==> src/rtl/traffic_phase_scheduler.sv <==
// Demand-driven phase scheduler for a 4-head highway/farmway junction.
// Optional emergency highway preempt is compiled in with `define PREEMPT_EN.
module traffic_phase_scheduler #(
    parameter int unsigned CW         = 5,
    parameter int unsigned T_ALLRED   = 1,
    parameter int unsigned T_PREP     = 2,
    parameter int unsigned T_YELLOW   = 2,
    parameter int unsigned T_HW_MIN   = 10,
    parameter int unsigned T_SIDE_MIN = 5,
    parameter int unsigned T_SIDE_MAX = 15
) (
    input  logic          clk,
    input  logic          Rst,
    input  logic          go,
    input  logic [2:0]    req,
`ifdef PREEMPT_EN
    input  logic          preempt,
`endif
    output logic [1:0]    highwaySignal1,
    output logic [1:0]    highwaySignal2,
    output logic [1:0]    farmwaysignal1,
    output logic [1:0]    farmwaysignal2,
    output logic [1:0]    phase,
    output logic [1:0]    presentState,
    output logic [CW-1:0] count,
    output logic [2:0]    served
);

    localparam logic [1:0] S_ALLRED = 2'd0;
    localparam logic [1:0] S_PREP   = 2'd1;
    localparam logic [1:0] S_GREEN  = 2'd2;
    localparam logic [1:0] S_YELLOW = 2'd3;

    localparam logic [1:0] PH_HW  = 2'd0;
    localparam logic [1:0] PH_FW1 = 2'd1;
    localparam logic [1:0] PH_FW2 = 2'd2;
    localparam logic [1:0] PH_HW2 = 2'd3;

    localparam logic [1:0] C_GREEN  = 2'b00;
    localparam logic [1:0] C_YELLOW = 2'b01;
    localparam logic [1:0] C_RED    = 2'b10;
    localparam logic [1:0] C_RY     = 2'b11;

    localparam logic [CW-1:0] CNT_MAX      = {CW{1'b1}};
    localparam logic [CW-1:0] ALLRED_LAST  = CW'(T_ALLRED - 1);
    localparam logic [CW-1:0] PREP_LAST    = CW'(T_PREP - 1);
    localparam logic [CW-1:0] YELLOW_LAST  = CW'(T_YELLOW - 1);
    localparam logic [CW-1:0] HW_MIN_LAST  = CW'(T_HW_MIN - 1);
    localparam logic [CW-1:0] SIDE_MIN_LAST = CW'(T_SIDE_MIN - 1);
    localparam logic [CW-1:0] SIDE_MAX_LAST = CW'(T_SIDE_MAX - 1);

    logic [2:0]    pend, pend_n;
    logic [1:0]    state_n, phase_n;
    logic [CW-1:0] count_n;
    logic [2:0]    served_n;
    logic [1:0]    side_idx;
    logic [1:0]    nxt_ph;
    logic          side_green;
    logic          preempt_act;

`ifdef PREEMPT_EN
    assign preempt_act = preempt;
`else
    assign preempt_act = 1'b0;
`endif

    assign side_idx   = phase - 2'd1;
    assign side_green = (presentState == S_GREEN) && (phase != PH_HW);

    // Next phase: lowest pending side phase numbered above the outgoing one, else highway.
    always_comb begin
        nxt_ph = PH_HW;
        for (int i = 3; i >= 1; i--) begin
            if ((2'(i) > phase) && pend[i-1]) begin
                nxt_ph = 2'(i);
            end
        end
        if (preempt_act) begin
            nxt_ph = PH_HW;
        end
    end

    // Next-state, phase, timer, demand latch and served pulse.
    always_comb begin
        state_n  = presentState;
        phase_n  = phase;
        count_n  = count;
        served_n = 3'b000;
        pend_n   = pend | req;
        if (side_green) begin
            pend_n[side_idx] = 1'b0;
        end
        if (go) begin
            count_n = (count == CNT_MAX) ? count : count + CW'(1);
            case (presentState)
                S_ALLRED: begin
                    if (count == ALLRED_LAST) begin
                        state_n = S_PREP;
                        phase_n = nxt_ph;
                    end
                end
                S_PREP: begin
                    if (count == PREP_LAST) begin
                        state_n = S_GREEN;
                        if (phase != PH_HW) begin
                            served_n[side_idx] = 1'b1;
                            pend_n[side_idx]   = 1'b0;
                        end
                    end
                end
                S_GREEN: begin
                    if (phase == PH_HW) begin
                        if ((count >= HW_MIN_LAST) && (pend != 3'b000) && !preempt_act) begin
                            state_n = S_YELLOW;
                        end
                    end else if ((count == SIDE_MAX_LAST) || preempt_act ||
                                 ((count >= SIDE_MIN_LAST) && !req[side_idx])) begin
                        state_n = S_YELLOW;
                    end
                end
                default: begin
                    if (count == YELLOW_LAST) begin
                        state_n = S_ALLRED;
                    end
                end
            endcase
            if (state_n != presentState) begin
                count_n = '0;
            end
        end
    end

    always_ff @(posedge clk) begin
        if (Rst) begin
            presentState <= S_ALLRED;
            phase        <= PH_HW;
            count        <= '0;
            pend         <= 3'b000;
            served       <= 3'b000;
        end else begin
            presentState <= state_n;
            phase        <= phase_n;
            count        <= count_n;
            pend         <= pend_n;
            served       <= served_n;
        end
    end

    // Head decode: only the active phase's heads leave red.
    logic [1:0] act_code;
    always_comb begin
        case (presentState)
            S_PREP:   act_code = C_RY;
            S_GREEN:  act_code = C_GREEN;
            S_YELLOW: act_code = C_YELLOW;
            default:  act_code = C_RED;
        endcase
        highwaySignal1 = (phase == PH_HW) ? act_code : C_RED;
        highwaySignal2 = ((phase == PH_HW) || (phase == PH_HW2)) ? act_code : C_RED;
        farmwaysignal1 = (phase == PH_FW1) ? act_code : C_RED;
        farmwaysignal2 = (phase == PH_FW2) ? act_code : C_RED;
    end

endmodule

==> config.mk <==
export PLATFORM = sky130hd
export DESIGN_NAME = traffic_phase_scheduler
export DESIGN_NICKNAME = d
export VERILOG_FILES = /design/src/rtl/traffic_phase_scheduler.sv
export SDC_FILE = /design/constraint.sdc
export NUM_CORES = 1
export LEC_CHECK = 0
export CELL_PAD_IN_SITES_DETAIL_PLACEMENT = 1
export CELL_PAD_IN_SITES_GLOBAL_PLACEMENT = 1
export CORE_ASPECT_RATIO = 0.75
export CORE_MARGIN = 2
export CORE_UTILIZATION = 33
export DETAILED_ROUTE_END_ITERATION = 6
export PLACE_DENSITY = 0.78
export SLEW_MARGIN = 0
export SYNTH_ARGS = -nofsm -noshare
export SYNTH_HDL_FRONTEND = slang
export SYNTH_SLANG_ARGS = --single-unit
==> constraint.sdc <==
create_clock -name clk -period 2.3 [get_ports clk]
set_clock_uncertainty 0.15 [all_clocks]
set_input_delay 0.46 -clock clk [delete_from_list [all_inputs] [get_ports clk]]
set_output_delay 0.46 -clock clk [all_outputs]
set_load 0.02 [all_outputs]
# == Word-level counts from Yosys, hierarchy flattened ==
# Index checks and enable logic that the tools add are counted.
# totals
n_memories,0
reg_bits,15
mem_bits_rw,0
input_bits,6
latchBits,0
mem_bits_ro,0
out_inout_bits,20
# op_classes
addsub,2
shift,0
muxes,27
reduce_logical,18
multipliers,0
div_mod_pow,0
bitwise,8
order_cmp,7
eq_ne,11
# ops
op,count
$mux W2,14
$mux W3,5
$pmux W2 S3,2
$mux W5,2
$eq A2 B2 Y1 const B,4
$logic_and A1 B1 Y1,7
$and A3 B3 Y3,2
$add A5 B1 Y5 const B,1
$eq A5 B1 Y1 const B,1
$eq A5 B4 Y1 const B,1
$eq A5 B5 Y1 const B,1
$ge A5 B3 Y1 const B,1
$ge A5 B4 Y1 const B,1
$logic_not A5 Y1,1
$reduce_or A5 Y1,1
$eq A2 B1 Y1 const B,2
$gt A2 B2 Y1 const A,2
$logic_not A2 Y1,2
$not A1 Y1,4
$lt A2 B3 Y1 const B,1
$not A3 Y3,1
$or A3 B3 Y3,1
$reduce_and A3 Y1,1
$reduce_bool A3 Y1,1
other kinds (12),14

# == Logic depth before layout (Yosys ltp) ==
# Gate-level depths: netlist of run 1.
# depth
word_depth,13
mapped_depth,8
mapped_depth_nobuf,8

# == Least setup slack after synthesis of run 1 ==
# Ideal clock, no wire load.
# synth_timing
kind,register to register
start,register phase[0]
end,register count[3]
path_buffers,0
stages_incl_launch_ff,8
arrival_time_ps,2013
path_slack_ps,66
synth_period_minus_slack_ps,2234
setup_time_ps,71
path_cell_list,dfxtp_1 -> inv_1 -> ha_1 -> or3b_1 -> nor3_1 -> nor4_1 -> or3_1 -> a21oi_1
# synth_via
elab_chain_len,13
# synth_lines
element,line_no,rtl
start: declaration,23,"output logic [1:0] phase,"
start signal: assignment,142,phase <= phase_n;
$sub A2 B1 Y2,67,assign side_idx = phase - 2'd1;
$bmux W1 S2,117,((count >= SIDE_MIN_LAST) && !req[side_idx])) begin
$mux W1 (implied by the code),117,
$logic_not A1 Y1,117,
$logic_and A1 B1 Y1,117,
$logic_or A1 B1 Y1,116,end else if ((count == SIDE_MAX_LAST) || preempt_act ||
$mux W2,116,
$mux W2 *,112,if (phase == PH_HW) begin
$pmux W2 S3 *,95,case (presentState)
$mux W2 *,93,if (go) begin
$ne A2 B2 Y1 *,127,if (state_n != presentState) begin
$ne A2 B1 Y1 (no line),-,
$reduce_and A2 Y1 (no line),-,
end signal: assignment,143,count <= count_n;
end: declaration,25,"output logic [CW-1:0] count,"
# Mark *: on every way between the ends. The rest lies on a longest branch, timed or not. The select of a mux whose other input is x is not followed.
# A chain may end at the register's enable or synchronous reset.

# == Worst setup path in the final report of run 1 ==
# layout_timing
start,register phase[0]
end,output port farmwaysignal2[0]
# layout_via
elab_chain_len,2
# layout_lines
element,line_no,rtl
$eq A2 B2 Y1,161,farmwaysignal2 = (phase == PH_FW2) ? act_code : C_RED;
$mux W2,161,
end: declaration,22,"output logic [1:0] farmwaysignal2,"
# Every way passes these cells.

==> results of run 1 <==
[cells in the mapped netlist]
master and number:
and2b_2 1, or2b_1 2, or3b_1 1, nor3b_1 2
o21ai_0 2, and3_1 1, a211oi_1 5, a221o_1 1
clkbuf_1 1, a211o_1 1, nor2_1 10, inv_1 5
nand3_1 2, nor4_1 3, nand3b_1 1, dfxtp_1 15
nand4b_1 2, xor2_1 1, mux2i_1 2, nor2b_1 3
nand2_1 9, xnor2_1 1, ha_1 11, or3_1 1
and2_1 5, nand4_1 1, a21oi_1 10, or2_2 1
buf_4 2, nor3_1 5
[registers in the layout (all words and copies together), names as in the netlist]
signal / count
phase: 2
count: 5
served: 3
presentState: 2
pend: 3
[metrics by stage]
step | total power, mW | worst slack, ns
2_1_floorplan | 0.414 | 0.0664
3_3_place_gp | 0.494 | 0.128
3_5_place_dp | 0.502 | 0.0147
4_1_cts | 0.650 | 0.0245
5_1_grt | 0.698 | 0.0204
6_report | 0.658 | 0.147
[layout make-up]
class	count	area share, %
Clock buffer	3	1.79
Sequential cell	15	23.9
Clock inverter	1	0.397
Inverter	5	1.49
Tap cell	36	3.57
Timing Repair Buffer	30	22.9
Multi-Input combinational cell	84	45.9
[per-layer routing]
layer	global-route usage, %	wire length, um
met1	22.8	1280
met2	27.4	1200
met3	5.08	110
met4	6.38	38
met5	0	0
[critical path: stages, from the launching register on]
cell,delay (ns)
dfxtp_1,0.32
inv_1,0.16
ha_1,0.30
and2_1,0.15
dlygate4sd2_1,0.33
[report_power, final]
part / leakage, nW / switching, mW / internal (mW)
Sequential: 0.123 / 0.0187 / 0.274
Combinational: 0.356 / 0.115 / 0.0959
Clock: 0.0177 / 0.0897 / 0.0647
[how the worst min path moves through the flow]
| stage | startpoint | to | slack [ns] | cells after the start |
|---|---|---|---|---|
| 6_report | pend[2] | pend[2] | 0.40 | 2 |
| 5_1_grt | pend[2] | pend[2] | 0.41 | 2 |
| 4_1_cts | pend[2] | pend[2] | 0.39 | 2 |
| 3_5_place_dp | pend[2] | pend[2] | 0.38 | 2 |
| 3_3_place_gp | pend[2] | pend[2] | 0.37 | 2 |
| 2_1_floorplan | pend[1] | pend[1] | 0.34 | 2 |
[what timing repair did]
| action | CTS | global route |
|---|---|---|
| hold buffers | 0 | 0 |
| setup buffers | 0 | 0 |
| endpoints found under the setup margin | 6 | 4 |
| resized for setup | 6 | 5 |
[logic make-up (layout without fill, tap and decap cells)]
family	after synthesis	count (layout)
multiplexers	2	2
XOR/XNOR	2	2
AND/OR/NAND/NOR	50	50
adder cells (fa/ha/maj)	11	11
AO/OA/AOI/OAI	19	19
flip-flops	15	15
buffers and inverters	8	39
==> qor.txt, run 1 <==
First-pass GRT wire length: 4190 um
Count of different cell masters after synthesis: 30
Critical Path Start Type: flip-flop
Flops & latches, synth: 15
Clk root buf: clkbuf_4
Die H: 49.3 um
Input/output buffers: 25
Crit path kind: reg -> out
Placement-stage cell area: 1220 um2
Max-cap viol count: 0
Largest net degree at the start of global routing: 14
Worst-skew pair later-pin latency: 0.29 ns
Vias: 875
CP arrival: 1.54 ns
CP Max Fanout: 5
Gr ovfl total: 0
CP Capture Point: farmwaysignal2[0]
RR Endpoint: count[3]
1st-pass router iterations: 4
Most common cell after layout, fill and taps aside: clkdlybuf4s50_1
Initial antenna violation count: 0
Nets: 156
Post-Synth XOR/XNOR Area: 1.94%
# setup viols final: 0
Post-synthesis sequential area ratio: 33.3%
P&R area growth vs syn: 39.8%
Routed WL: 2630 um
RSZ-0062 raised after global routing: false
TNS Setup: 0 ns
Required @ worst endpoint: 1.69 ns
Static leakage: 0.496 nW
H-tree depth: 1
Placer congestion estimate: 0.801
Core area: 2600 um2
Compound-gate portion of the synthesized area: 12.9%
Starting density of the core: 34.7%
Area of the multi-input gates: 579 um2
FMAX: 0.465 GHz
Shortest period the worst path allows: 2.15 ns
Final hold slack: 0.401 ns
Worst setup path start: phase[0]
Final hold violation count: 0
Yosys warning total: 0
Multiplexer share of the synthesized area: 2.22%
Vias per cell: 5.03
TritonCTS clock tree: yes
Die area: 3170 um2
Reg2reg start: count[1]
Fillers: 325
Relative slew margins: 67.1%
N_diodes: 0
FF+latch area: 302 um2
Final instance area: 1260 um2
VDD IR-drop max: 0.263 mV
DRT antenna net count: 0
PD cells: 522 nW/um2
Final Max Tran Viols: 0
Nature of the critical path endpoint: output pin
Fin crit share: 93.6%
Mapped cell area: 902 um2
Share of the synthesized area in the top cell type: 33.3%
Worst-path clk slew: 0.10 ns
Vias in the first global route: 891
Final Util: 48.5%
Sink Count: 15
Share of cells above drive strength 1: 10.1%
Worst hold path type: reg -> reg
Syn_nets: 124
CTS buffer count: 3
Avg Cell Area, Syn: 8.43 um2
Mean routed wirelength per cell: 15.1 um
Finished Layout Cells: 174
Yosys top cell by area: dfxtp_1
Status: finished clean
Cells after Synth: 107
Synth Area in Simple Gates: 30.2%
Longest Clk Path Bufs: 2
R2R Setup Slk: 0.15 ns
Most frequent cells in the layout: clkdlybuf4s50_1 (17), dfxtp_1 (14), a21oi_1 (10), nor2_1 (10)
Post-synthesis adder-cell area fraction: 15.3%
Slew @ Worst Pin: 0.490 ns
Placed Cells incl. Taps: 170
GRT Total Usage: 17.5%
# IOs: 26
Core Rows: 16
Synth top area cells: dfxtp_1 (33%), ha_1 (15%), a21oi_1 (5.5%), a211oi_1 (4.2%), nor2_1 (4.2%)
Die X: 64.4 um
Combinational family with the most area after synthesis: simple AND/OR/NAND/NOR gates
# DRC: 0
Initial DRC count: 56
Dpl hpwl: 1960 um
Worst R2R Path Depth: 8
Note: power is estimated with default switching activity, not from simulation.
==> run 2, diff against run 1 <==
- ABC_AREA: default -> 1
- CORE_UTILIZATION: 33 -> 34
- PLACE_DENSITY: 0.78 -> 0.79
==> run 2 against run 1 <==
Count of clock-buffer cells in the layout did not move; setup slack got worse by 0.049 ns; flip-flop and latch count unchanged; largest power group is now combinational logic; synthesized cell count increased by 36%; sequential share of layout area decreased by 2.4 points; sequential power is 3% higher; synthesized area is 17% higher; critical path depth up 1.
==> qor.txt, run 2 <==
CP dominant cell by count: inv_1
Busiest grt layer: met2
Worst-path clk slew: 0.07 ns
Post-CTS setup buffers: 0
Vias per cell: 4.83
Worst-skew pair later-pin latency: 0.26 ns
Dpl hpwl: 2490 um
TNS Setup: 0 ns
Status: finished clean
Cell at the slowest stage of the critical path: dfxtp_2
Largest net degree at the start of global routing: 11
Initial antenna violation count: 0
Relative slew margins: 68.8%
CP Max Fanout: 5
WHS Path Cells: 2
RSZ-0062 raised after global routing: false
Yosys top cell by area: dfxtp_1
Longest Clk Path Bufs: 2
Leading cell type by number of instances after synthesis: inv_1
Core area: 2960 um2
GR Util met3: 5.59%
H-tree depth: 1
Input/output buffers: 25
DRT antenna net count: 0
Main synth FF type: dfxtp_1
Sink Count: 15
TritonCTS clock tree: yes
P&R area growth vs syn: 32.4%
Flops & latches, synth: 15
Worst R2R Path Depth: 14
Vias: 1,029
Mapped cell area: 1060 um2
Die area: 3580 um2
Starting density of the core: 35.8%
FMAX: 0.454 GHz
Die H: 52.3 um
Core Rows: 17
Final hold violation count: 0
GRT Total Usage: 19.4%
Crit path largest cell delay: 0.36 ns
Critical Path Start Type: flip-flop
N_diodes: 0
Nature of the critical path endpoint: output pin
Final Max Tran Viols: 0
Top cells by count, synth: inv_1 (23), nor2_1 (22), nand2_1 (20)
Routed WL: 3040 um
Max-cap viol count: 0
CTS hold repair buffers: 0
Count of different cell masters after synthesis: 26
Fin crit share: 95.7%
Avg Cell Area, Syn: 7.25 um2
1st-pass router iterations: 4
Gr ovfl total: 0
PD cells: 595 nW/um2
Number of flops mapped to enable cells by yosys: 0
FFs w/ async S/R, synth: 0%
Clk root buf: clkbuf_8
Vias in the first global route: 1,029
Final Util: 47.4%
M1 GR Usage: 26.0%
Largest regs: count (5), pend (3), served (3)
Largest register by flop count: count
CTS buffer count: 3
# setup viols final: 0
Initial DRC count: 58
VDD IR-drop max: 0.356 mV
Mean routed wirelength per cell: 14.2 um
Share of the synthesized area in the top cell type: 28.4%
# IOs: 26
Cells after Synth: 146
Share of cells above drive strength 1: 17.1%
Nets: 193
Largest register FFs: 5
Placed Cells incl. Taps: 209
Most common cell after layout, fill and taps aside: inv_1
Static leakage: 0.629 nW
Most frequent cells in the layout: inv_1 (23), nor2_1 (22), nand2_1 (20)
CP arrival: 1.59 ns
Slew @ Worst Pin: 0.469 ns
Routing usage on met2: 29.8%
# DRC: 0
Yosys warning total: 0
Synth top area cells: dfxtp_1 (28%), ha_1 (13%), inv_1 (8.2%), nor2_1 (7.8%), nand2_1 (7.1%)
Post-synthesis sequential area ratio: 28.4%
First-pass GRT wire length: 5010 um
Crit-path cells: inv_1 > ha_1 > inv_1 > nand2_1 > dlygate4sd2_1
Required @ worst endpoint: 1.69 ns
Worst hold path type: reg -> reg
Shortest period the worst path allows: 2.20 ns
Syn_nets: 163
Placement-stage cell area: 1350 um2
Finished Layout Cells: 213
Die X: 68.4 um
Crit path kind: reg -> out
Final instance area: 1400 um2
Placer congestion estimate: 0.864
run 2: changes by cell type after synthesis, moves of 4 or more:
cell | before | now
and2_1 | 5 | 0
inv_2 | 0 | 4
inv_1 | 5 | 23
nand2_1 | 9 | 20
a211oi_1 | 5 | 0
nand2_4 | 0 | 4
a21oi_1 | 10 | 5
nor2_2 | 0 | 4
o21ai_0 | 2 | 7
nor2_1 | 10 | 22
nand3_1 | 2 | 6
run 2: layer usage:
layer	vias up	wire length [um]
met4	0	65
met3	6	116
met5	-	0
li1	517	-
met2	19	1350
met1	487	1500
run 2: worst max-delay path: cells and delay by family, from the launching register on:
family / cells / cell delay (ns)
buffers and inverters: 3 / 0.56
DFF: 1 / 0.36
adders and majority gates: 1 / 0.34
and+or+nand+nor: 1 / 0.08
run 2: final timing paths:
kind	from	end	slack, ns
worst min register to register	phase[1]	phase[1]	0.37
worst min-delay path	phase[1]	phase[1]	0.37
worst max-delay path	phase[1]	highwaySignal2[1]	0.1
worst max register to register	phase[1]	count[2]	0.22
run 2: logic make-up (layout without fill, tap and decap cells):
kind of cell               after synthesis  in the layout  share of synthesized area, %
AOI/OAI and AO/OA                       18             18                          10.8
DFF                                     15             15                          28.4
and+or+nand+nor                         71             71                          34.9
buffers and inverters                   30             59                          12.2
adders and majority gates               11             11                          13.0
xor gates and xnor gates                 1              1                         0.828
run 2: area by class of cell:
| type | count | area [um2] |
|---|---|---|
| clock buffer | 3 | 41.3 |
| clock inverter | 1 | 7.51 |
| fill | 367 | 1560 |
| inverter | 27 | 101 |
| multi-input combinational | 101 | 632 |
| sequential | 15 | 302 |
| tap | 38 | 47.5 |
| timing repair buffer | 28 | 270 |
run 2: report_power, final:
part	internal [mW]	switching [mW]
combinational	0.118	0.186
clock	0.122	0.105
sequential	0.278	0.0242
total	0.519	0.315
run 2: what timing repair did:
action | CTS | global route
gates resized for setup | 7 | 3
endpoints found under the hold margin | 0 | 0
endpoints found under the setup margin | 6 | 5
run 2: stage by stage:
step | power (mW) | hold WS [ns] | worst slack [ns]
2_1_floorplan | 0.507 | 0.335 | 0.262
3_3_place_gp | 0.603 | 0.363 | 0.190
3_5_place_dp | 0.616 | 0.379 | 0.0827
4_1_cts | 0.842 | 0.394 | 0.00839
5_1_grt | 0.892 | 0.419 | 0.0188
6_report | 0.834 | 0.365 | 0.0981
